[config.mk]
export PLATFORM = sky130hd
export DESIGN_NAME = main_fsm_flat
export DESIGN_NICKNAME = d
export VERILOG_FILES = /design/src/rtl/main_fsm_if.sv /design/src/rtl/main_fsm.sv /design/src/flat_wrapper.sv
export SDC_FILE = /design/constraint.sdc
export NUM_CORES = 1
export LEC_CHECK = 0
export ABC_AREA = 1
export BUFFER_PORTS_ARGS = -buffer_cell sky130_fd_sc_hd__buf_2
export CAP_MARGIN = 25
export CORE_MARGIN = 8
export CORE_UTILIZATION = 42
export CTS_BUF_LIST = sky130_fd_sc_hd__clkbuf_8
export DETAILED_ROUTE_END_ITERATION = 10
export PLACE_DENSITY = 0.74
export SYNTH_ARGS = -nofsm -noshare
export SYNTH_HDL_FRONTEND = slang
export SYNTH_SLANG_ARGS = --single-unit
[constraint.sdc]
create_clock -name clk -period 1.2 [get_ports clk]
set_input_delay 0.24 -clock clk [delete_from_list [all_inputs] [get_ports clk]]
set_output_delay 0.24 -clock clk [all_outputs]
set_load 0.05 [all_outputs]
[src/rtl/main_fsm_if.sv]
// Control bundle between the RV32I main FSM and the datapath/memory.
// Handshake: the FSM holds its memory request (adr_src, mem_write, fetch enables) stable and the
//   memory asserts mem_ready in the cycle it completes the access; the FSM advances only on mem_ready=1.
interface main_fsm_if;
  logic [6:0] op;
  logic       mem_ready;
  logic       pc_update;
  logic       branch;
  logic       reg_write;
  logic       mem_write;
  logic       ir_write;
  logic       adr_src;
  logic [1:0] result_src;
  logic [1:0] alu_src_a;
  logic [1:0] alu_src_b;
  logic [1:0] alu_op;
  logic       retire;
  logic       illegal_op;

  modport master (
    output op, mem_ready,
    input  pc_update, branch, reg_write, mem_write, ir_write, adr_src,
           result_src, alu_src_a, alu_src_b, alu_op, retire, illegal_op
  );

  modport slave (
    input  op, mem_ready,
    output pc_update, branch, reg_write, mem_write, ir_write, adr_src,
           result_src, alu_src_a, alu_src_b, alu_op, retire, illegal_op
  );
endinterface

[src/rtl/main_fsm.sv]
// Multicycle RV32I main control FSM: sequences fetch/decode/execute/memory/writeback and
// decodes all datapath enables and selects from the state register.
module main_fsm (
  input  logic        clk,
  input  logic        reset_n,
  main_fsm_if.slave   bus,
  output logic [3:0]  dbg_state
);

  typedef enum logic [3:0] {
    S_FETCH    = 4'd0,
    S_DECODE   = 4'd1,
    S_MEMADR   = 4'd2,
    S_MEMREAD  = 4'd3,
    S_MEMWB    = 4'd4,
    S_MEMWRITE = 4'd5,
    S_EXECR    = 4'd6,
    S_EXECI    = 4'd7,
    S_ALUWB    = 4'd8,
    S_BRANCH   = 4'd9,
    S_JAL      = 4'd10,
    S_JALR     = 4'd11,
    S_JALRPC   = 4'd12,
    S_LUI      = 4'd13,
    S_AUIPC    = 4'd14,
    S_TRAP     = 4'd15
  } state_t;

  state_t state, next_state;

  always_ff @(posedge clk or negedge reset_n) begin
    if (!reset_n) state <= S_FETCH;
    else          state <= next_state;
  end

  assign dbg_state = state;

  always_comb begin
    next_state     = state;
    bus.pc_update  = 1'b0;
    bus.branch     = 1'b0;
    bus.reg_write  = 1'b0;
    bus.mem_write  = 1'b0;
    bus.ir_write   = 1'b0;
    bus.adr_src    = 1'b0;
    bus.result_src = 2'b00;
    bus.alu_src_a  = 2'b00;
    bus.alu_src_b  = 2'b00;
    bus.alu_op     = 2'b00;
    bus.retire     = 1'b0;
    bus.illegal_op = 1'b0;

    unique case (state)
      S_FETCH: begin
        bus.alu_src_b  = 2'b10;
        bus.result_src = 2'b10;
        // mem_ready may already be high while reset is held; keep the loads off until release.
        bus.ir_write   = bus.mem_ready & reset_n;
        bus.pc_update  = bus.mem_ready & reset_n;
        if (bus.mem_ready) next_state = S_DECODE;
      end
      S_DECODE: begin
        bus.alu_src_a = 2'b01;
        bus.alu_src_b = 2'b01;
        case (bus.op)
          7'b0000011, 7'b0100011: next_state = S_MEMADR;
          7'b0110011:             next_state = S_EXECR;
          7'b0010011:             next_state = S_EXECI;
          7'b1100011:             next_state = S_BRANCH;
          7'b1101111:             next_state = S_JAL;
          7'b1100111:             next_state = S_JALR;
          7'b0110111:             next_state = S_LUI;
          7'b0010111:             next_state = S_AUIPC;
          default:                next_state = S_TRAP;
        endcase
      end
      S_MEMADR: begin
        bus.alu_src_a = 2'b10;
        bus.alu_src_b = 2'b01;
        next_state    = bus.op[5] ? S_MEMWRITE : S_MEMREAD;
      end
      S_MEMREAD: begin
        bus.adr_src = 1'b1;
        if (bus.mem_ready) next_state = S_MEMWB;
      end
      S_MEMWB: begin
        bus.result_src = 2'b01;
        bus.reg_write  = 1'b1;
        bus.retire     = 1'b1;
        next_state     = S_FETCH;
      end
      S_MEMWRITE: begin
        bus.adr_src   = 1'b1;
        bus.mem_write = 1'b1;
        bus.retire    = bus.mem_ready;
        if (bus.mem_ready) next_state = S_FETCH;
      end
      S_EXECR: begin
        bus.alu_src_a = 2'b10;
        bus.alu_op    = 2'b10;
        next_state    = S_ALUWB;
      end
      S_EXECI: begin
        bus.alu_src_a = 2'b10;
        bus.alu_src_b = 2'b01;
        bus.alu_op    = 2'b10;
        next_state    = S_ALUWB;
      end
      S_ALUWB: begin
        bus.reg_write = 1'b1;
        bus.retire    = 1'b1;
        next_state    = S_FETCH;
      end
      S_BRANCH: begin
        bus.alu_src_a = 2'b10;
        bus.alu_op    = 2'b01;
        bus.branch    = 1'b1;
        bus.retire    = 1'b1;
        next_state    = S_FETCH;
      end
      S_JAL, S_JALRPC: begin
        // ALUOut already holds the target; the ALU forms OldPC+4 for the link writeback.
        bus.alu_src_a = 2'b01;
        bus.alu_src_b = 2'b10;
        bus.pc_update = 1'b1;
        next_state    = S_ALUWB;
      end
      S_JALR: begin
        bus.alu_src_a = 2'b10;
        bus.alu_src_b = 2'b01;
        bus.alu_op    = 2'b10;
        next_state    = S_JALRPC;
      end
      S_LUI: begin
        bus.alu_src_a = 2'b11;
        bus.alu_src_b = 2'b01;
        next_state    = S_ALUWB;
      end
      S_AUIPC: begin
        bus.alu_src_a = 2'b01;
        bus.alu_src_b = 2'b01;
        next_state    = S_ALUWB;
      end
      S_TRAP: begin
        bus.illegal_op = 1'b1;
      end
      default: next_state = S_TRAP;
    endcase
  end

endmodule
[src/flat_wrapper.sv]
// flat-port wrapper written by rule: the top's interface ports become plain ports
module main_fsm_flat 
  (clk, reset_n, dbg_state, bus_op, bus_mem_ready, bus_pc_update, bus_branch, bus_reg_write, bus_mem_write, bus_ir_write, bus_adr_src, bus_result_src, bus_alu_src_a, bus_alu_src_b, bus_alu_op, bus_retire, bus_illegal_op);
  main_fsm_if bus_i ();
  input  logic clk;
  input  logic reset_n;
  output logic [3:0] dbg_state;
  input wire logic [$bits(bus_i.op)-1:0] bus_op;
  input wire logic [$bits(bus_i.mem_ready)-1:0] bus_mem_ready;
  output wire logic [$bits(bus_i.pc_update)-1:0] bus_pc_update;
  output wire logic [$bits(bus_i.branch)-1:0] bus_branch;
  output wire logic [$bits(bus_i.reg_write)-1:0] bus_reg_write;
  output wire logic [$bits(bus_i.mem_write)-1:0] bus_mem_write;
  output wire logic [$bits(bus_i.ir_write)-1:0] bus_ir_write;
  output wire logic [$bits(bus_i.adr_src)-1:0] bus_adr_src;
  output wire logic [$bits(bus_i.result_src)-1:0] bus_result_src;
  output wire logic [$bits(bus_i.alu_src_a)-1:0] bus_alu_src_a;
  output wire logic [$bits(bus_i.alu_src_b)-1:0] bus_alu_src_b;
  output wire logic [$bits(bus_i.alu_op)-1:0] bus_alu_op;
  output wire logic [$bits(bus_i.retire)-1:0] bus_retire;
  output wire logic [$bits(bus_i.illegal_op)-1:0] bus_illegal_op;
  assign bus_i.op = bus_op;
  assign bus_i.mem_ready = bus_mem_ready;
  assign bus_pc_update = bus_i.pc_update;
  assign bus_branch = bus_i.branch;
  assign bus_reg_write = bus_i.reg_write;
  assign bus_mem_write = bus_i.mem_write;
  assign bus_ir_write = bus_i.ir_write;
  assign bus_adr_src = bus_i.adr_src;
  assign bus_result_src = bus_i.result_src;
  assign bus_alu_src_a = bus_i.alu_src_a;
  assign bus_alu_src_b = bus_i.alu_src_b;
  assign bus_alu_op = bus_i.alu_op;
  assign bus_retire = bus_i.retire;
  assign bus_illegal_op = bus_i.illegal_op;
  main_fsm u_core (.clk(clk), .reset_n(reset_n), .bus(bus_i), .dbg_state(dbg_state));
endmodule
==> run_results.csv, run 1 <==
group,metric,value,unit
synth,yosysSeqAreaShare,16.74,%
floorplan,start_util,45.39,%
synth,synth_top_cell_area_share,16.95,%
clock_network,cts_sinks,4,
place,io_buffers,29,
synth,yosysWarnings,0,
place,dp_hpwl,1.818,mm
synth,ys_seq_elements,4,
synth,synth.most_common_cell,"nand2_1",
clock_network,cts-root-buf,"clkbuf_8",
clock_network,cts-buffers-inserted,3,
synth,synth_area,598.1,um2
synth,syn_area_per_cell,5.437,um2
synth,synth_common_cells,"nand2_1 (27), inv_1 (20), nor2_1 (17), nand3_1 (7), nor2_2 (6)",
clock_network,postCtsHoldBufs,1,
synth,synth_top_area_cell,"nand2_1",
clock_network,cts_buffer_depth,2,
synth,synth_area_leaders,"nand2_1 (17%), dfrtp_1 (17%), inv_1 (13%)",
outcome,status,"did not finish",
clock_network,post_cts_buffers,6,
place,gp_congestion,0.7667,
floorplan,die_y,53.74,um
synth,ys.flop_type,"dfrtp_1",
synth,syn_nets,120,
outcome,error,"[ERROR DPL-0038] Utilization greater than 100%, impossible to legalize",
place,placed_cell_area,1061,um2
clock_network,cts_resized,60,
clock_network,cts_max_level,1,
outcome,stop_stage,"clock tree synthesis",
floorplan,fp.dieW,53.74,um
synth,synthArstFlopShare,100.0,%
synth,ys_types,23,
floorplan,pin_count,30,
synth,synthCells,110,
synth,synth-edff-count,0,
floorplan,row_count,13,
==> through the flow <==
step	worst slack [ns]	setup TNS, ns	instances	hold slack, ns
after floorplan	-0.8262	-8.211	110	-0.05559
after global placement	-0.4848	-5.219	177	0.1616
after detailed placement	-0.4968	-5.643	177	0.1608
==> kinds of logic after synthesis <==
group	count (synthesis)	share of synthesized area (%)
DFF	4	16.74
and+or+nand+nor	65	48.54
AOI/OAI and AO/OA	15	17.78
buffers and inverters	26	16.95
==> run 2: changes to the inputs <==
- CORE_AREA: not set -> 8 8 69 71
- CORE_MARGIN: 8 -> not set
- CORE_UTILIZATION: 42 -> not set
- CTS_BUF_LIST: sky130_fd_sc_hd__clkbuf_8 -> not set
- DIE_AREA: not set -> 0 0 77 79
- PLACE_DENSITY: 0.74 -> not set
- PLACE_DENSITY_LB_ADDON: not set -> 0.15
- clock period: 1.2 -> 1.56 ns (I/O delays scaled with it)
==> run 2 against run 1 <==
The flow now finishes, with violations (setup timing); synthesized cell count unchanged; area after synthesis unchanged.
==> run_results.csv, run 2 <==
group,metric,value,unit
final_layout,fin_cells,220,
drt,routed_wl,2.426,mm
place,dp_hpwl,2.067,mm
final_layout,final.fill_count,426,
power,max-vdd-ir-drop,433.6,uV
run,cap_viol_max_count,0,
synth,synth.most_common_cell,"nand2_1",
power,pwr-share-seq,7.9,%
floorplan,die_y,79,um
synth,synthCells,110,
synth,ys_types,23,
power,powerDensity,2566,nW/um2
place,io_buffers,29,
floorplan,row_count,23,
setup_path,start_kind,"flop",
drt,drt-vias-per-instance,3.991,
final_layout,final_layout_size_suffix_gt1_share,58.82,%
synth,ys_seq_elements,4,
timing,timing_hold_violations_final,0,
setup_path,crit_start,"u_core.dbg_state[3]",
synth,synth_common_cells,"nand2_1 (27), inv_1 (20), nor2_1 (17), nand3_1 (7), nor2_2 (6)",
final_layout,final_nets,182,
timing,fmax,548.0,MHz
setup_path,crit_chain,"nor2_4, inv_2, nor2_4, inv_4, o31ai_4, buf_6",
setup_path,worstPathRequired,1.25,ns
synth,yosysWarnings,0,
timing,relSlewSlack,78.50,%
setup_path,crit_type,"flop to output port",
power,power.switching,1.904,mW
grt,grt_pass1_vias,936,
outcome,status,"finished, violations left",
power,swShare,55.62,%
clock_network,cts_buffer_depth,2,
min_path,hold_path_class,"input pin to flop",
timing,fin_crit_sh,117.0,%
floorplan,pin_count,30,
place,place_inst,213,
final_layout,final_common_cell,"buf_4",
setup_path,critPathCaptureType,"output port",
outcome,violations,"setup timing",
clock_network,cts_max_level,1,
synth,syn_nets,120,
setup_path,crit_family,"flip-flops",
setup_path,crit_fanout,5,
power,p_clk_share,6.2,%
drt,drc_errors,0,
floorplan,fp.coreArea,3799,um2
timing,clock_skew,0.0006588,ns
setup_path,r2r-start,"u_core.dbg_state[3]",
clock_network,clkLatencyLatePin,0.21,ns
synth,synth-edff-count,0,
setup_path,cpMostUsedCell,"nor2_4",
power,p_leak,0.6924,nW
timing,fin_ws,-0.2647,ns
place,gp_congestion,0.8041,
drt,dr.pass1.iters,4,
power,power.total,3.422,mW
timing,rsz0062_at_grt,"yes",
final_layout,largest_reg_flops,4,
setup_path,slowest_stage,"dfrtp_4",
grt,antenna_found_initial,0,
clock_network,cts-root-buf,"clkbuf_8",
setup_path,cp.depth,6,
grt,grt_start_max_net_pins,8,
synth,synth_area,598.1,um2
synth,syn_area_per_cell,5.437,um2
setup_path,worstPathArrival,1.51,ns
timing,worst_slew_pin_slew,0.3222,ns
drt,dr_total_vias,878,
setup_path,r2r_cells,8,
drt,drt_iter0_markers,21,
timing,whs,0.3638,ns
floorplan,fp.dieW,77,um
setup_path,r2r-end,"u_core.dbg_state[0]",
grt,grt_overflow,0,
setup_path,r2r_setup_slack,0.07,ns
setup_path,endpoint,"bus_pc_update",
clock_network,cts_sinks,4,
synth,synth_top_cell_area_share,16.95,%
clock_network,cts_tree,"done",
drt,drtAntennaViolNets,0,
floorplan,die_area,6083,um2
synth,synth_top_area_cell,"nand2_1",
timing,layout_min_cycle_time,1.825,ns
floorplan,start_util,15.74,%
drt,wl_per_cell,11.03,um
final_layout,final_cell_mix,"buf_4 (26), nand2_1 (25), inv_1 (16)",
synth,synth_area_leaders,"nand2_1 (17%), dfrtp_1 (17%), inv_1 (13%)",
clock_network,cts-buffers-inserted,3,
synth,synthArstFlopShare,100.0,%
clock_network,path_clk_slew,0.03,ns
setup_path,critPathMaxStageDelay,0.51,ns
grt,grt_usage,8.074,%
synth,ys.flop_type,"dfrtp_1",
final_layout,antenna_cells,0,
synth,yosysSeqAreaShare,16.74,%
setup_path,crit_buf_inv,3,
power,p_comb_share,85.9,%
final_layout,layout-area-overhead-vs-synth,123.0,%
timing,finalSetupViolations,16,
grt,grt_pass1_wl,4.098,mm
timing,slew_viol_final,0,
power,internal_power,1.519,mW
==> run 2: cell counts after synthesis <==
Identical to the previous run, type by type.
==> run 2: through the flow <==
stage | TNS (ns) | setup WS [ns] | cell area [um2] | utilization [%]
after CTS | -2.607 | -0.2573 | 1279 | 33.66
after global placement | -0.7340 | -0.1302 | 1092 | 28.75
after detailed placement | -0.7603 | -0.1294 | 1092 | 28.75
after floorplan | -2.919 | -0.5382 | 695.7 | -
final | -2.840 | -0.2647 | 1334 | 35.11
after global routing | -3.798 | -0.3184 | 1334 | 35.11
==> run 2: how the worst min path moves through the flow <==
stage              start             endpoint  slack [ns]  depth (start not counted)
4_1_cts        bus_op[5]  u_core.dbg_state[1]        0.36                          2
3_5_place_dp     reset_n  u_core.dbg_state[3]        0.14                          1
2_1_floorplan    reset_n  u_core.dbg_state[0]        0.02                          0
5_1_grt        bus_op[5]  u_core.dbg_state[1]        0.38                          2
6_report       bus_op[5]  u_core.dbg_state[1]        0.36                          2
3_3_place_gp     reset_n  u_core.dbg_state[3]        0.14                          1
==> run 2: what timing repair did <==
item	in CTS	in global routing
setup buffers	0	3
hold endpoints to repair	4	0
endpoints found under the setup margin	16	16
hold buffers	1	0
resized for setup	42	9
pin swaps	2	2
==> run 2: per-layer routing <==
| layer | global-route usage (%) | part of all wire, % | vias to the layer above |
|---|---|---|---|
| met1 | 8.733 | 42 | 398 |
| met3 | 1.919 | 4.3 | 2 |
| met2 | 14.53 | 53 | 22 |
| met4 | 3.962 | 0.87 | 0 |
| li1 | - | - | 456 |
| met5 | 0 | 0 | - |
==> run 2: cell type report <==
cell class,instances,area [um2],share of cell area [%]
multi-input combinational,80,529.3,39.68
timing repair buffer,58,496.7,37.24
inverter,25,96.34,7.223
sequential,4,107.6,8.068
clock buffer,3,41.29,3.096
tap,50,62.56,4.690
==> run 2: power groups by stage <==
stage / sequential, mW / combinational (mW) / clock [mW]
6_report: 0.270 / 2.94 / 0.212
5_1_grt: 0.283 / 3.13 / 0.222
4_1_cts: 0.275 / 2.85 / 0.218
3_5_place_dp: 0.260 / 2.49 / 0
3_3_place_gp: 0.254 / 2.49 / 0
2_1_floorplan: 0.409 / 1.49 / 0
==> run 2: kinds of logic after synthesis <==
family	Yosys count	share of synthesized area, %
compound gates	15	17.78
simple gates	65	48.54
flops	4	16.74
buf+inv	26	16.95
(Power assumes the default switching activity.)
==> run 3: changes to the inputs <==
- SETUP_SLACK_MARGIN: not set -> 0.05
==> run 3 against run 2 <==
The run still ends with setup timing left; sequential share of layout area decreased by 0.21 points; utilization increased by 0.96 points; fmax increased by 0.27%; flip-flop and latch count unchanged; via count increased by 1.9%; final cell count increased by 2.3%; design area increased by 2.7%; die area unchanged; register-to-register slack got worse by 0.05 ns; count of clock-buffer cells in the layout unchanged; worst setup slack improved by 0.0050 ns; wire length decreased by 0.87%; critical endpoint is now bus_ir_write; largest power group unchanged.
==> run_results.csv, run 3 (same netlist as run 2, synthesis figures left out) <==
group,metric,value,unit
place,dp_hpwl,2.012,mm
final_layout,final.fill_count,415,
timing,layout_min_cycle_time,1.820,ns
place,place_inst,215,
final_layout,largest_reg_flops,4,
setup_path,worstPathRequired,1.25,ns
setup_path,crit_type,"flop to output port",
setup_path,r2r-start,"u_core.dbg_state[3]",
grt,antenna_found_initial,0,
floorplan,start_util,15.74,%
setup_path,r2r-end,"u_core.dbg_state[0]",
timing,rsz0062_at_grt,"yes",
drt,dr.pass1.iters,4,
clock_network,cts_buffer_depth,2,
setup_path,start_kind,"flop",
floorplan,fp.dieW,77,um
outcome,violations,"setup timing",
final_layout,fin_cells,225,
timing,clock_skew,0.001280,ns
clock_network,cts-buffers-inserted,3,
final_layout,final_layout_size_suffix_gt1_share,60.57,%
place,dpl_worst_slack,-0.1400,ns
floorplan,die_y,79,um
setup_path,r2r_cells,10,
final_layout,final_nets,187,
setup_path,crit_fanout,6,
clock_network,clkLatencyLatePin,0.21,ns
timing,whs,0.3610,ns
place,placed_cell_area,1116,um2
place,gp_congestion,0.7692,
clock_network,path_clk_slew,0.03,ns
drt,drc_errors,0,
run,cap_viol_max_count,0,
timing,timing_hold_violations_final,0,
floorplan,fp.coreArea,3799,um2
power,power.total,3.501,mW
final_layout,fin_area,1370,um2
timing,relSlewSlack,78.49,%
outcome,status,"finished, violations left",
power,swShare,54.93,%
setup_path,r2r_setup_slack,0.02,ns
timing,fin_ws,-0.2597,ns
floorplan,pin_count,30,
power,p_comb_share,86.1,%
power,powerDensity,2555,nW/um2
drt,dr_total_vias,895,
clock_network,cts_tree,"done",
grt,grt_usage,8.475,%
clock_network,cts-root-buf,"clkbuf_8",
setup_path,crit_start,"u_core.dbg_state[3]",
drt,drtAntennaViolNets,0,
power,internal_power,1.578,mW
drt,routed_wl,2.405,mm
final_layout,layout.area.seq,107.6,um2
power,p_clk_share,6.1,%
timing,fin_crit_sh,116.6,%
setup_path,worstPathArrival,1.51,ns
power,max-vdd-ir-drop,474.5,uV
min_path,hold_path_class,"input pin to flop",
drt,wl_per_cell,10.69,um
final_layout,multi_input_area,539.3,um2
power,power.switching,1.923,mW
setup_path,endpoint,"bus_ir_write",
drt,drt-vias-per-instance,3.978,
power,p_leak,0.7182,nW
setup_path,critPathCaptureType,"output port",
grt,grt_pass1_vias,990,
place,io_buffers,29,
clock_network,cts_sinks,4,
final_layout,antenna_cells,0,
grt,grt_pass1_wl,4.229,mm
final_layout,utilization,36.07,%
timing,worst_slew_pin_slew,0.3223,ns
timing,fmax,549.5,MHz
final_layout,final_cell_mix,"buf_4 (33), nand2_1 (25), inv_1 (16)",
drt,drt_iter0_markers,47,
grt,grt_overflow,0,
timing,finalSetupTns,-2.540,ns
power,pwr-share-seq,7.8,%
grt,grt_start_max_net_pins,8,
floorplan,die_area,6083,um2
timing,slew_viol_final,0,
floorplan,row_count,23,
clock_network,cts_max_level,1,
timing,finalSetupViolations,16,
final_layout,final_common_cell,"buf_4",
final_layout,layout-area-overhead-vs-synth,129.1,%
==> run 3: cell count changes in the layout (fill, tap and decap cells not counted), sizes merged <==
cell and delta:
clkinvlp +1, inv -1, buf +5
==> run 3: area by class of cell <==
class	instances	area share, %
inverters	25	7.306
clock buffers	3	3.014
flip-flops and latches	4	7.854
well taps	50	4.566
repair buffers	63	37.90
multi-input cells	80	39.36
==> run 3: per-layer routing <==
metal,global-route usage [%],share of wire [%],wire (um),vias to the layer above
met1,9.061,41,979,393
met4,3.962,1.4,33,0
met2,15.04,52,1260,26
met3,2.596,5.5,132,4
met5,0,0,0,-
li1,-,-,-,472
==> run 3: worst min-delay path by stage <==
stage          startpoint                  end  slack [ns]  cells after the start
6_report        bus_op[5]  u_core.dbg_state[1]        0.36                      2
5_1_grt         bus_op[5]  u_core.dbg_state[1]        0.37                      2
4_1_cts         bus_op[5]  u_core.dbg_state[1]        0.36                      2
3_5_place_dp      reset_n  u_core.dbg_state[3]        0.14                      1
3_3_place_gp      reset_n  u_core.dbg_state[3]        0.14                      1
2_1_floorplan     reset_n  u_core.dbg_state[0]        0.02                      0
==> run 3: what timing repair did <==
| item | CTS | global route |
|---|---|---|
| endpoints found under the hold margin | 4 | 0 |
| endpoints found under the setup margin | 16 | 19 |
| pin swaps | 3 | 3 |
| hold buffers | 1 | 0 |
| setup buffers | 4 | 2 |
| gates resized for setup | 42 | 6 |
==> run 3: power groups by stage <==
stage | logic [mW] | clock network [mW] | registers, mW
4_1_cts | 2.94 | 0.219 | 0.270
5_1_grt | 3.21 | 0.232 | 0.285
3_3_place_gp | 2.52 | 0 | 0.256
2_1_floorplan | 1.51 | 0 | 0.409
6_report | 3.02 | 0.213 | 0.273
3_5_place_dp | 2.51 | 0 | 0.260
==> run 3: critical path: stages, from the launching register on <==
cell and delay (ns):
dfrtp_4 0.51, nor2_4 0.11, inv_2 0.06, nor2_4 0.12
inv_4 0.07, buf_12 0.12, nor3_4 0.12, buf_6 0.18
